`src/rtl/calc_pkg.sv`:
```
// Shared constants, op codes and state encoding for the calculator arithmetic sequencer.
package calc_pkg;

  localparam int CALC_W     = 8;
  localparam int CALC_ITERS = 8;
  localparam int ITER_CNT_W = $clog2(CALC_ITERS);

  localparam logic [ITER_CNT_W-1:0] ITER_LAST  = ITER_CNT_W'(CALC_ITERS - 1);
  localparam logic [15:0]           ERR_RESULT = 16'hFFFF;

  typedef enum logic [1:0] {
    OP_ADD = 2'b00,
    OP_SUB = 2'b01,
    OP_MUL = 2'b10,
    OP_DIV = 2'b11
  } calc_op_e;

  typedef enum logic [1:0] {
    ST_IDLE = 2'b00,
    ST_EXEC = 2'b01,
    ST_ITER = 2'b10,
    ST_DONE = 2'b11
  } calc_state_e;

endpackage

```
`src/rtl/calc_op_sequencer.sv`:
```
// Multi-cycle ADD/SUB/MUL/DIV controller driving a shared external 8-bit adder.
// Define CALC_DIV_EN to build the restoring divider; otherwise DIV reports an error.
module calc_op_sequencer
  import calc_pkg::*;
(
  input  logic        clk,
  input  logic        rst,
  input  logic        start,
  input  logic [1:0]  op,
  input  logic [7:0]  a,
  input  logic [7:0]  b,
  output logic        busy,
  output logic        done,
  output logic [15:0] result,
  output logic        flag_carry,
  output logic        flag_err,
  output logic [7:0]  adder_a,
  output logic [7:0]  adder_b,
  output logic        adder_cin,
  input  logic [7:0]  adder_sum,
  input  logic        adder_cout
);

  calc_state_e           state_q, state_d;
  calc_op_e              op_q, op_d;
  logic [7:0]            a_q, a_d;
  logic [7:0]            b_q, b_d;
  logic [7:0]            acc_q, acc_d;   // MUL high half / DIV remainder
  logic [7:0]            mq_q, mq_d;     // MUL multiplier-product / DIV quotient
  logic [ITER_CNT_W-1:0] iter_cnt_q, iter_cnt_d;
  logic [15:0]           result_q, result_d;
  logic                  flag_carry_q, flag_carry_d;
  logic                  flag_err_q, flag_err_d;
`ifdef CALC_DIV_EN
  logic [8:0]            trial_s;
  logic                  div_ok_s;
`endif

  always_ff @(posedge clk) begin
    if (rst) begin
      state_q      <= ST_IDLE;
      op_q         <= OP_ADD;
      a_q          <= 8'h00;
      b_q          <= 8'h00;
      acc_q        <= 8'h00;
      mq_q         <= 8'h00;
      iter_cnt_q   <= '0;
      result_q     <= 16'h0000;
      flag_carry_q <= 1'b0;
      flag_err_q   <= 1'b0;
    end else begin
      state_q      <= state_d;
      op_q         <= op_d;
      a_q          <= a_d;
      b_q          <= b_d;
      acc_q        <= acc_d;
      mq_q         <= mq_d;
      iter_cnt_q   <= iter_cnt_d;
      result_q     <= result_d;
      flag_carry_q <= flag_carry_d;
      flag_err_q   <= flag_err_d;
    end
  end

  always_comb begin
    state_d      = state_q;
    op_d         = op_q;
    a_d          = a_q;
    b_d          = b_q;
    acc_d        = acc_q;
    mq_d         = mq_q;
    iter_cnt_d   = iter_cnt_q;
    result_d     = result_q;
    flag_carry_d = flag_carry_q;
    flag_err_d   = flag_err_q;
    adder_a      = 8'h00;
    adder_b      = 8'h00;
    adder_cin    = 1'b0;
`ifdef CALC_DIV_EN
    trial_s      = {acc_q, mq_q[7]};
    div_ok_s     = 1'b0;
`endif

    case (state_q)
      ST_IDLE: begin
        if (start) begin
          state_d    = ST_EXEC;
          op_d       = calc_op_e'(op);
          a_d        = a;
          b_d        = b;
          iter_cnt_d = '0;
        end else begin
          state_d = ST_IDLE;
        end
      end

      ST_EXEC: begin
        case (op_q)
          OP_ADD: begin
            adder_a      = a_q;
            adder_b      = b_q;
            adder_cin    = 1'b0;
            result_d     = {7'b0000000, adder_cout, adder_sum};
            flag_carry_d = adder_cout;
            flag_err_d   = 1'b0;
            state_d      = ST_DONE;
          end
          OP_SUB: begin
            adder_a      = a_q;
            adder_b      = ~b_q;
            adder_cin    = 1'b1;
            result_d     = {8'h00, adder_sum};
            flag_carry_d = ~adder_cout;
            flag_err_d   = 1'b0;
            state_d      = ST_DONE;
          end
          OP_MUL: begin
            acc_d   = 8'h00;
            mq_d    = b_q;
            state_d = ST_ITER;
          end
`ifdef CALC_DIV_EN
          OP_DIV: begin
            if (b_q == 8'h00) begin
              result_d     = ERR_RESULT;
              flag_carry_d = 1'b0;
              flag_err_d   = 1'b1;
              state_d      = ST_DONE;
            end else begin
              acc_d   = 8'h00;
              mq_d    = a_q;
              state_d = ST_ITER;
            end
          end
`endif
          default: begin
            result_d     = ERR_RESULT;
            flag_carry_d = 1'b0;
            flag_err_d   = 1'b1;
            state_d      = ST_DONE;
          end
        endcase
      end

      ST_ITER: begin
        iter_cnt_d = iter_cnt_q + 3'd1;
        case (op_q)
          OP_MUL: begin
            adder_a = acc_q;
            adder_b = a_q;
            if (mq_q[0]) begin
              acc_d = {adder_cout, adder_sum[7:1]};
              mq_d  = {adder_sum[0], mq_q[7:1]};
            end else begin
              acc_d = {1'b0, acc_q[7:1]};
              mq_d  = {acc_q[0], mq_q[7:1]};
            end
          end
`ifdef CALC_DIV_EN
          OP_DIV: begin
            // Trial subtract of b from the shifted partial remainder.
            adder_a   = trial_s[7:0];
            adder_b   = ~b_q;
            adder_cin = 1'b1;
            div_ok_s  = trial_s[8] | adder_cout;
            acc_d     = div_ok_s ? adder_sum : trial_s[7:0];
            mq_d      = {mq_q[6:0], div_ok_s};
          end
`endif
          default: begin
            acc_d = acc_q;
            mq_d  = mq_q;
          end
        endcase
        if (iter_cnt_q == ITER_LAST) begin
          state_d      = ST_DONE;
          result_d     = {acc_d, mq_d};
          flag_carry_d = (op_q == OP_MUL) ? (acc_d != 8'h00) : 1'b0;
          flag_err_d   = 1'b0;
        end else begin
          state_d = ST_ITER;
        end
      end

      ST_DONE: begin
        state_d = ST_IDLE;
      end

      default: begin
        state_d = ST_IDLE;
      end
    endcase
  end

  assign busy       = (state_q != ST_IDLE);
  assign done       = (state_q == ST_DONE);
  assign result     = result_q;
  assign flag_carry = flag_carry_q;
  assign flag_err   = flag_err_q;

endmodule

```
`config.mk`:
```
export PLATFORM = sky130hd
export DESIGN_NAME = calc_op_sequencer
export DESIGN_NICKNAME = d
export VERILOG_FILES = /design/src/rtl/calc_pkg.sv /design/src/rtl/calc_op_sequencer.sv
export SDC_FILE = /design/constraint.sdc
export NUM_CORES = 1
export LEC_CHECK = 0
export CAP_MARGIN = 30
export CORE_MARGIN = 8
export CORE_UTILIZATION = 51
export DETAILED_ROUTE_END_ITERATION = 7
export PLACE_DENSITY = 0.9
export RECOVER_POWER = 25
export SYNTH_ARGS = -nofsm -noshare
export SYNTH_HDL_FRONTEND = slang
export SYNTH_SLANG_ARGS = --single-unit
```
`constraint.sdc`:
```
create_clock -name clk -period 2.1 [get_ports clk]
set_input_delay 0.315 -clock clk [delete_from_list [all_inputs] [get_ports clk]]
set_output_delay 0.315 -clock clk [all_outputs]
set_load 0.03 [all_outputs]
```
# Word-level counts from Yosys, hierarchy flattened
# Cells that the tools add are included.
# totals
reg_bits,57
input_bits,30
output_inout_bits,37
# op_classes
add_sub_neg,1
n_eq_ne,10
n_mux,33
bitwise,2
reduce_logical,11
# op_table
cell,n
$mux W8,10
$pmux W8 S2,5
$pmux W16 S3,1
$pmux W16 S2,1
$mux W16,1
$mux W1,8
$ne A2 B2 Y1 const B,4
$not A8 Y8,1
$pmux W2 S4,1
$reduce_bool A8 Y1,1
$eq A2 B2 Y1 const B,3
$pmux W1 S2,3
$pmux W3 S2,1
$reduce_and A2 Y1,3
$reduce_bool A2 Y1,3
$eq A2 B1 Y1 const B,2
$logic_not A2 Y1,2
$add A3 B1 Y3 const B,1
$eq A3 B3 Y1 const B,1
$mux W3,1
$pmux W1 S3,1
$reduce_and A3 Y1,1
$reduce_or A2 Y1,1
$not A1 Y1,1

# Longest topological paths before layout
# Gate-level depths: netlist of run 1.
# logic_depth
word_depth,7
depth_mapped,8

# Worst setup path before layout of run 1
# OpenSTA, ideal clock, no wires.
# synth_path
path_type,flip-flop to output port
start,register op_q[1]
end,output port adder_a[0]
arrival_time_ps,1639
t_required_ps,1785
setup_slack_ps,146
path_stages_with_launch,8
n_path_buf,3
cell_sequence,dfxtp_1 > nor2b_4 > buf_6 > and2_1 > buf_6 > buf_8 > a22oi_1 > nor2_1
# synth_between
elab_chain_len,4
elab_cells_between_ends,7
cone_classes,eq/ne (2); mux (3); reduce/logical (2)
# synth_lines
item,line,rtl
from (decl),calc_op_sequencer.sv:25,"calc_op_e op_q, op_d;"
from (signal assigned),calc_op_sequencer.sv:53,op_q <= op_d;
$eq A2 B1 Y1 or $logic_not A2 Y1 (tied branches),calc_op_sequencer.sv:98,case (op_q)
$reduce_or A2 Y1 (no line),--,
$mux W8,calc_op_sequencer.sv:98,
$pmux W8 S2 (*),calc_op_sequencer.sv:84,case (state_q)
to (decl),calc_op_sequencer.sv:17,"output logic [7:0] adder_a,"
# Every way passes the cells marked *; elsewhere a longest branch is shown, timed or not.

# Final worst setup path of run 1
# layout_path
start,register state_q[0]
end,output port adder_b[7]
# layout_between
elab_chain_len,2
elab_cells_between_ends,3
cone_classes,eq/ne (2); mux (1)
# layout_lines
item,line,rtl
from (decl),calc_op_sequencer.sv:24,"calc_state_e state_q, state_d;"
from (signal assigned),calc_op_sequencer.sv:52,state_q <= state_d;
$eq A2 B2 Y1 or $eq A2 B1 Y1 (tied branches),calc_op_sequencer.sv:84,
$pmux W8 S2 (*),calc_op_sequencer.sv:84,
to (decl),calc_op_sequencer.sv:18,"output logic [7:0] adder_b,"
# Marks and branches as above.

==> out/metrics.yaml, run 1 <==
synthesis:
  synth_seq_cells: 57
  async_reset_ff_share_pct: 0
  synth_xor_area_share_pct: 2.62
  postSynthAreaPerCell_um2: 8.08
  yosysSeqAreaShare_pct: 38.0
  syn-num-nets: 408
  synth-simple-area-share_pct: 22.8
  ys.flop_type: "dfxtp_1"
  synth_edf_count: 0
  muxShareOfSynthArea_pct: 5.33
  synthAdderAreaFrac_pct: 2.50
  synth_cell_types: 45
  yosysWarnings: 0
  synth_compound_area_share_pct: 22.1
  synth_top_family_by_area: "simple AND/OR/NAND/NOR gates"
  synthCells: 372
  netlist_area_um2: 3010
drt:
  drt-initial-drc-count: 255
  drt-total-wl_mm: 8.63
  detail_route.wl_per_cell_um: 16.6
  drtAntennaViolNets: 0
  firstDrtPassIters: 4
  drc_errors: 0
  dr_total_vias: 2919
  vias_per_cell: 5.62
timing:
  final.setup.tns_ps: 0
  post-route-period-util_pct: 97.2
  hold_viol: 0
  worst_pin_slew_ps: 558
  drv_slew: 0
  skew_ps: 9.29
  fmax_ghz: 0.490
  maxSlewHeadroom_pct: 62.7
  min_period_ps: 2040
  setup_viol: 0
power_and_ir_drop:
  p_leak_nw: 1.49
  irDropWorstVdd_mv: 0.706
  fin_total_pwr_mw: 5.31
  powerDensity_nw_per_um2: 1330
grt:
  use_met2_pct: 30.9
  grtUsageMet1_pct: 24.8
  antenna_found_initial: 0
  grt_pass1_vias: 2857
  gr-total-overflow: 0
  grt_util_all_layers_pct: 20.2
  use_met3_pct: 7.52
  busiest_layer: "met2"
  grt_max_degree: 44
  grt_pass1_wl_mm: 13.9
job:
  drv_cap: 0
final_layout:
  utilization_pct: 68.9
  drive_gt1_share_pct: 18.9
  nFillCells: 508
  syn2layout_area_growth_pct: 33.2
  nets: 475
  antenna_cells: 0
  stdcell_count: 519
  multi_input_area_um2: 1720
  seq_area_um2: 1150
critical_path:
  regToRegStartpoint: "iter_cnt_q[0]"
  crit_type: "reg -> out"
  worstPathMaxFanout: 8
  startpoint: "state_q[0]"
  end_kind: "output pin"
  rr_endpoint: "result[15]"
  critPathLaunchType: "flop"
  r2r_slack_ps: 210
  worst_ep_arrival_time_ps: 1730
  required_ps: 1780
  reg2reg_depth: 7
die:
  fp-row-count: 28
  initial_utilization_pct: 51.7
  fp.dieW_um: 92.8
  die_area_um2: 8610
  core_um2: 5820
  pin_count: 67
  die_h_um: 92.8
clocking:
  clk_pin_slew_worst_paths_ps: 70
  cts_buffers: 9
  ctsHoldBuffers: 0
  clk_latency_ps: 350
  cts_sinks: 57
  clk_path_buf_depth: 2
  clockRootBuffer: "clkbuf_8"
  htreeDepth: 3
  cts_tree: "built"
status:
  outcome: "finished, final reports clean"
placed_design:
  dp.final_hpwl_mm: 6.04
  io_buffers: 66
  gp_congestion: 0.920
  dp.cells: 498
min_path:
  hold_path_depth: 2
  hp-start: "rst"
  holdPathEnd: "state_q[1]"
  hp-class: "in -> reg"
-- worst max-delay path, cell delays in order, from the launching register on --
cell and delay, ps:
dfxtp_4 370, inv_2 70, ha_4 180, and2_4 150, buf_4 170, a22oi_1 210
nor2_1 70, buf_4 170
-- layout by cell type (no fill, tap or decap), types with 2 or more instances in the layout --
| cell | count |
|---|---|
| o211ai_1 | 8 |
| inv_1 | 2 |
| a32oi_1 | 2 |
| dfxtp_1 | 53 |
| ha_1 | 3 |
| o21ai_1 | 7 |
| buf_6 | 2 |
| a311oi_1 | 2 |
| o21ai_0 | 3 |
| nor2_1 | 39 |
| nor2b_4 | 2 |
| nand2b_1 | 7 |
| mux2_2 | 4 |
| o22ai_1 | 5 |
| dfxtp_2 | 3 |
| clkdlybuf4s50_1 | 47 |
| mux2i_1 | 10 |
| a21oi_1 | 39 |
| xor2_1 | 8 |
| buf_4 | 31 |
| nor3_1 | 4 |
| bufinv_16 | 4 |
| nand3_1 | 10 |
| and2_1 | 2 |
| nor2b_1 | 6 |
| nand2_1 | 78 |
| a211oi_2 | 8 |
| clkinv_2 | 2 |
| a22oi_2 | 2 |
| inv_2 | 3 |
| a22oi_1 | 14 |
| clkbuf_8 | 9 |
| ha_4 | 3 |
-- registers in the layout, summed over array words and instances (netlist names) --
name,flops
flag_err,1
state_q,2
result,16
acc_q,8
op_q,2
b_q,8
iter_cnt_q,3
a_q,8
mq_q,8
flag_carry,1
-- worst max path at each step --
stage / end / slack, ps / cells past startpoint
after detailed placement: adder_b[5] / 190 / 7
after CTS: adder_a[7] / 30 / 7
after global placement: flag_carry / 220 / 5
after global routing: adder_b[2] / -30 / 7
final: adder_b[7] / 60 / 7
after floorplan: adder_a[0] / 150 / 7
-- cell type report --
class	count	area share (%)
clock inverter	6	3.25
clock buffer	10	3.19
multi-input combinational	282	43.0
timing repair buffer	84	19.1
sequential	57	28.7
inverter	5	0.469
tap	75	2.34
-- synthesized netlist by cell type, types with 2 or more instances --
cell / n / area [µm²]
a21oi_1: 39 / 195
o22ai_1: 5 / 31.3
nand3_1: 10 / 50.1
xor2_1: 8 / 70.1
clkbuf_1: 10 / 37.5
o21ai_1: 7 / 35.0
nor2_1: 39 / 146
inv_1: 4 / 15.0
a311oi_1: 2 / 17.5
buf_2: 8 / 40.0
nand2b_1: 7 / 43.8
nand2_1: 78 / 293
a211oi_2: 8 / 100
and2_1: 3 / 18.8
ha_1: 6 / 75.1
buf_6: 5 / 56.3
nor3_1: 4 / 20.0
a32oi_1: 2 / 17.5
mux2_2: 4 / 45.0
a22oi_1: 16 / 120
o21ai_0: 3 / 15.0
mux2i_1: 10 / 100
buf_8: 2 / 30.0
dfxtp_1: 57 / 1140
o211ai_1: 8 / 60.1
nor2b_1: 7 / 43.8
buf_4: 2 / 15.0
-- cells by family (layout without fill, tap and decap cells) --
logic type | count (synthesis) | count (layout)
AND/OR/NAND/NOR | 156 | 156
AO/OA/AOI/OAI | 96 | 96
flip-flops | 57 | 57
buffers and inverters | 33 | 105
multiplexers | 15 | 15
XOR/XNOR | 9 | 9
adder cells (fa/ha/maj) | 6 | 6
-- routing by layer --
| layer | vias to the layer above | share of wire [%] |
|---|---|---|
| li1 | 1421 | - |
| met1 | 1340 | 43 |
| met2 | 145 | 46 |
| met3 | 13 | 9.4 |
| met4 | 0 | 2.1 |
| met5 | - | 0 |
-- power by group --
part,leakage [nW],switching (mW),internal [mW]
clock network,0.130,0.447,0.904
logic,0.889,1.45,0.952
registers,0.468,0.208,1.35
-- stage by stage --
| step | hold slack (ps) | worst slack (ps) | instance area (µm²) |
|---|---|---|---|
| floorplan | 445 | 146 | 3010 |
| global placement | 454 | 222 | 3640 |
| detailed placement | 463 | 187 | 3640 |
| CTS | 300 | 34.7 | 3960 |
| global route | 294 | -31.0 | 4010 |
| finish | 306 | 58.9 | 4010 |
-- timing repair --
item | CTS | global route
pin swaps | 0 | 1
gates cloned | 0 | 2
setup buffers | 0 | 3
resized for setup | 14 | 10
endpoints found under the setup margin | 17 | 17
Note: power is estimated with default switching activity, not from simulation.
==> run 2, diff against run 1 <==
Settings changed: CORE_ASPECT_RATIO set to 1.75.
==> run 2 against run 1 <==
Against the previous run: sequential cell count stayed put; setup slack worse by 20 ps; utilization is 0.89 points lower; power decreased by 7.4%; critical endpoint is now adder_a[2].
==> out/metrics.yaml, run 2 (same netlist as run 1, synthesis figures left out) <==
status:
  outcome: "finished, final reports clean"
critical_path:
  slowest_stage: "dfxtp_2"
  end_kind: "output pin"
  path_delay_family: "buffers and inverters"
  worstPathMaxFanout: 17  # +9
  worst_ep_arrival_time_ps: 1750  # +20 ps
  required_ps: 1780  # about the same
  worst-path-buf-inv: 3  # unchanged
  cp_slowest_stage_delay_ps: 340  # -30 ps
  crit_type: "reg -> out"
  cp_cell_sequence: "inv_1 > ha_4 > nor2b_2 > buf_6 > a22oi_1 > nor2_2 > buf_4"
  critPathLaunchType: "flop"
clocking:
  clockRootBuffer: "clkbuf_8"
  cts_tree: "built"
  clk_pin_slew_worst_paths_ps: 60  # about the same
  cts_sinks: 57  # unchanged
  clk_latency_ps: 330  # -20 ps
  htreeDepth: 3  # unchanged
  clk_path_buf_depth: 2  # unchanged
  cts_buffers: 9  # unchanged
  ctsHoldBuffers: 0  # unchanged
placed_design:
  dp.final_hpwl_mm: 6.04  # about the same
  place_area_um2: 3650  # +0.31%
  io_buffers: 66  # unchanged
  gp_congestion: 0.890  # -3.3%
grt:
  grt_pass1_vias: 2990  # +4.7%
  antenna_found_initial: 0  # unchanged
  grt_util_all_layers_pct: 20.7  # +0.43 points
  grt_max_degree: 36  # -18%
  gr-total-overflow: 0  # unchanged
  grt_pass1_wl_mm: 14.3  # +2.5%
die:
  initial_utilization_pct: 52.0  # +0.26 points
  die_h_um: 118  # +27%
  pin_count: 67  # unchanged
  core_um2: 5790  # -0.49%
  die_area_um2: 8700  # +1.1%
  fp-row-count: 37  # +32%
  fp.dieW_um: 74.0  # -20%
power_and_ir_drop:
  swShare_pct: 42.4  # +2.7 points
  pwr-share-comb_pct: 48.7  # +3.4 points
  powerDensity_nw_per_um2: 1250  # -5.7%
  p_clk_share_pct: 19.9  # -5.5 points
  irDropWorstVdd_mv: 0.646  # -8.5%
  intPower_mw: 2.84  # -11%
  p_leak_nw: 1.45  # -2.7%
  power_switching_mw: 2.08  # -1.2%
  seq_power_share_pct: 31.4  # +2.1 points
timing:
  drv_slew: 0  # unchanged
  skew_ps: 4.89  # -4.40 ps
  maxSlewHeadroom_pct: 56.1  # -6.6 points
  worst_pin_slew_ps: 652  # +93.6 ps
  setup_viol: 0  # unchanged
  post-route-period-util_pct: 98.1  # +0.94 points
  min_period_ps: 2060  # +19.8 ps
  final.setup.tns_ps: 0  # unchanged
  fmax_ghz: 0.485  # -0.96%
  rsz0062_at_grt: "yes"
  hold_viol: 0  # unchanged
  worst_hold_slack_ps: 428  # +123 ps
final_layout:
  drive_gt1_share_pct: 18.8  # -0.14 points
  layout_commonest_cell: "nand2_1"
  antenna_cells: 0  # unchanged
  largest_reg_flops: 16  # unchanged
  nets: 473  # -0.42%
  syn2layout_area_growth_pct: 30.8
  fin_area_um2: 3930  # -1.8%
  final_cell_mix: "78 x nand2_1, 53 x dfxtp_1, 47 x clkdlybuf4s50_1"
  nFillCells: 458  # -9.8%
drt:
  firstDrtPassIters: 5  # +1
  drtAntennaViolNets: 0  # unchanged
  vias_per_cell: 5.80  # +3.1%
  detail_route.wl_per_cell_um: 16.9  # +1.4%
  drt-total-wl_mm: 8.77  # +1.6%
  drt-initial-drc-count: 276  # +8.2%
  drc_errors: 0  # unchanged
  dr_total_vias: 3015  # +3.3%
job:
  drv_cap: 0  # unchanged
min_path:
  hp-class: "in -> reg"
==> run 2: cell types whose count changed in the layout (fill, tap and decap cells not counted), sizes merged <==
cell and change:
bufinv -4, clkbuf +3, buf -1
==> run 2: final timing paths <==
check | end | slack (ps) | cells after the start | start
hold reg to reg | flag_err | 470 | 2 | flag_err
setup reg to reg | result[8] | 180 | 7 | state_q[1]
setup / recovery | adder_a[2] | 40 | 7 | state_q[1]
hold / removal | result[12] | 430 | 2 | rst
==> run 2: stage by stage <==
step           total power, mW  cells  setup WS (ps)  util (%)
2_1_floorplan             3.13    372            146         -
3_3_place_gp              3.79    502            216      63.1
3_5_place_dp              3.85    502            226      63.1
4_1_cts                   4.85    518          -16.7      66.8
5_1_grt                   5.20    520          -26.8      68.0
6_report                  4.92    520           39.1      68.0
==> run 2: area by class of cell <==
cell class                 count  area (µm²)  share of cell area, %
timing repair buffer          82         756                   19.2
sequential                    57        1150                   29.2
clock buffer                  14         183                   4.64
inverter                       5        18.8                  0.477
multi-input combinational    282        1720                   43.7
clock inverter                 2        10.0                  0.254
tap                           78        97.6                   2.48
==> run 2: metal layers <==
metal	GRT usage [%]	share of wire, %	up-vias
li1	-	-	1414
met1	23.0	38	1407
met2	33.6	50	152
met3	5.38	7.1	42
met4	12.2	4.5	0
met5	0	0	-
==> run 2: repair_timing <==
item                                   in CTS  in global routing
setup endpoints to repair                  17                 17
resized for setup                           7                 16
buffers inserted                            0                  1
cloned                                      0                  1
endpoints found under the hold margin       0                  0
==> run 2: power by group through the flow <==
| stage | Clock (mW) | Combinational [mW] | Sequential (mW) |
|---|---|---|---|
| finish | 0.978 | 2.40 | 1.55 |
| global route | 1.04 | 2.58 | 1.58 |
| CTS | 0.978 | 2.34 | 1.53 |
| detailed placement | 0 | 2.30 | 1.55 |
| global placement | 0 | 2.25 | 1.54 |
| floorplan | 0 | 1.32 | 1.81 |
==> run 3, diff against run 2 <==
Settings changed: ABC_CLOCK_PERIOD_IN_PS set to 2100.
==> results of run 3 <==
The final DEF is identical to that of run 2; final timing and power are the same.
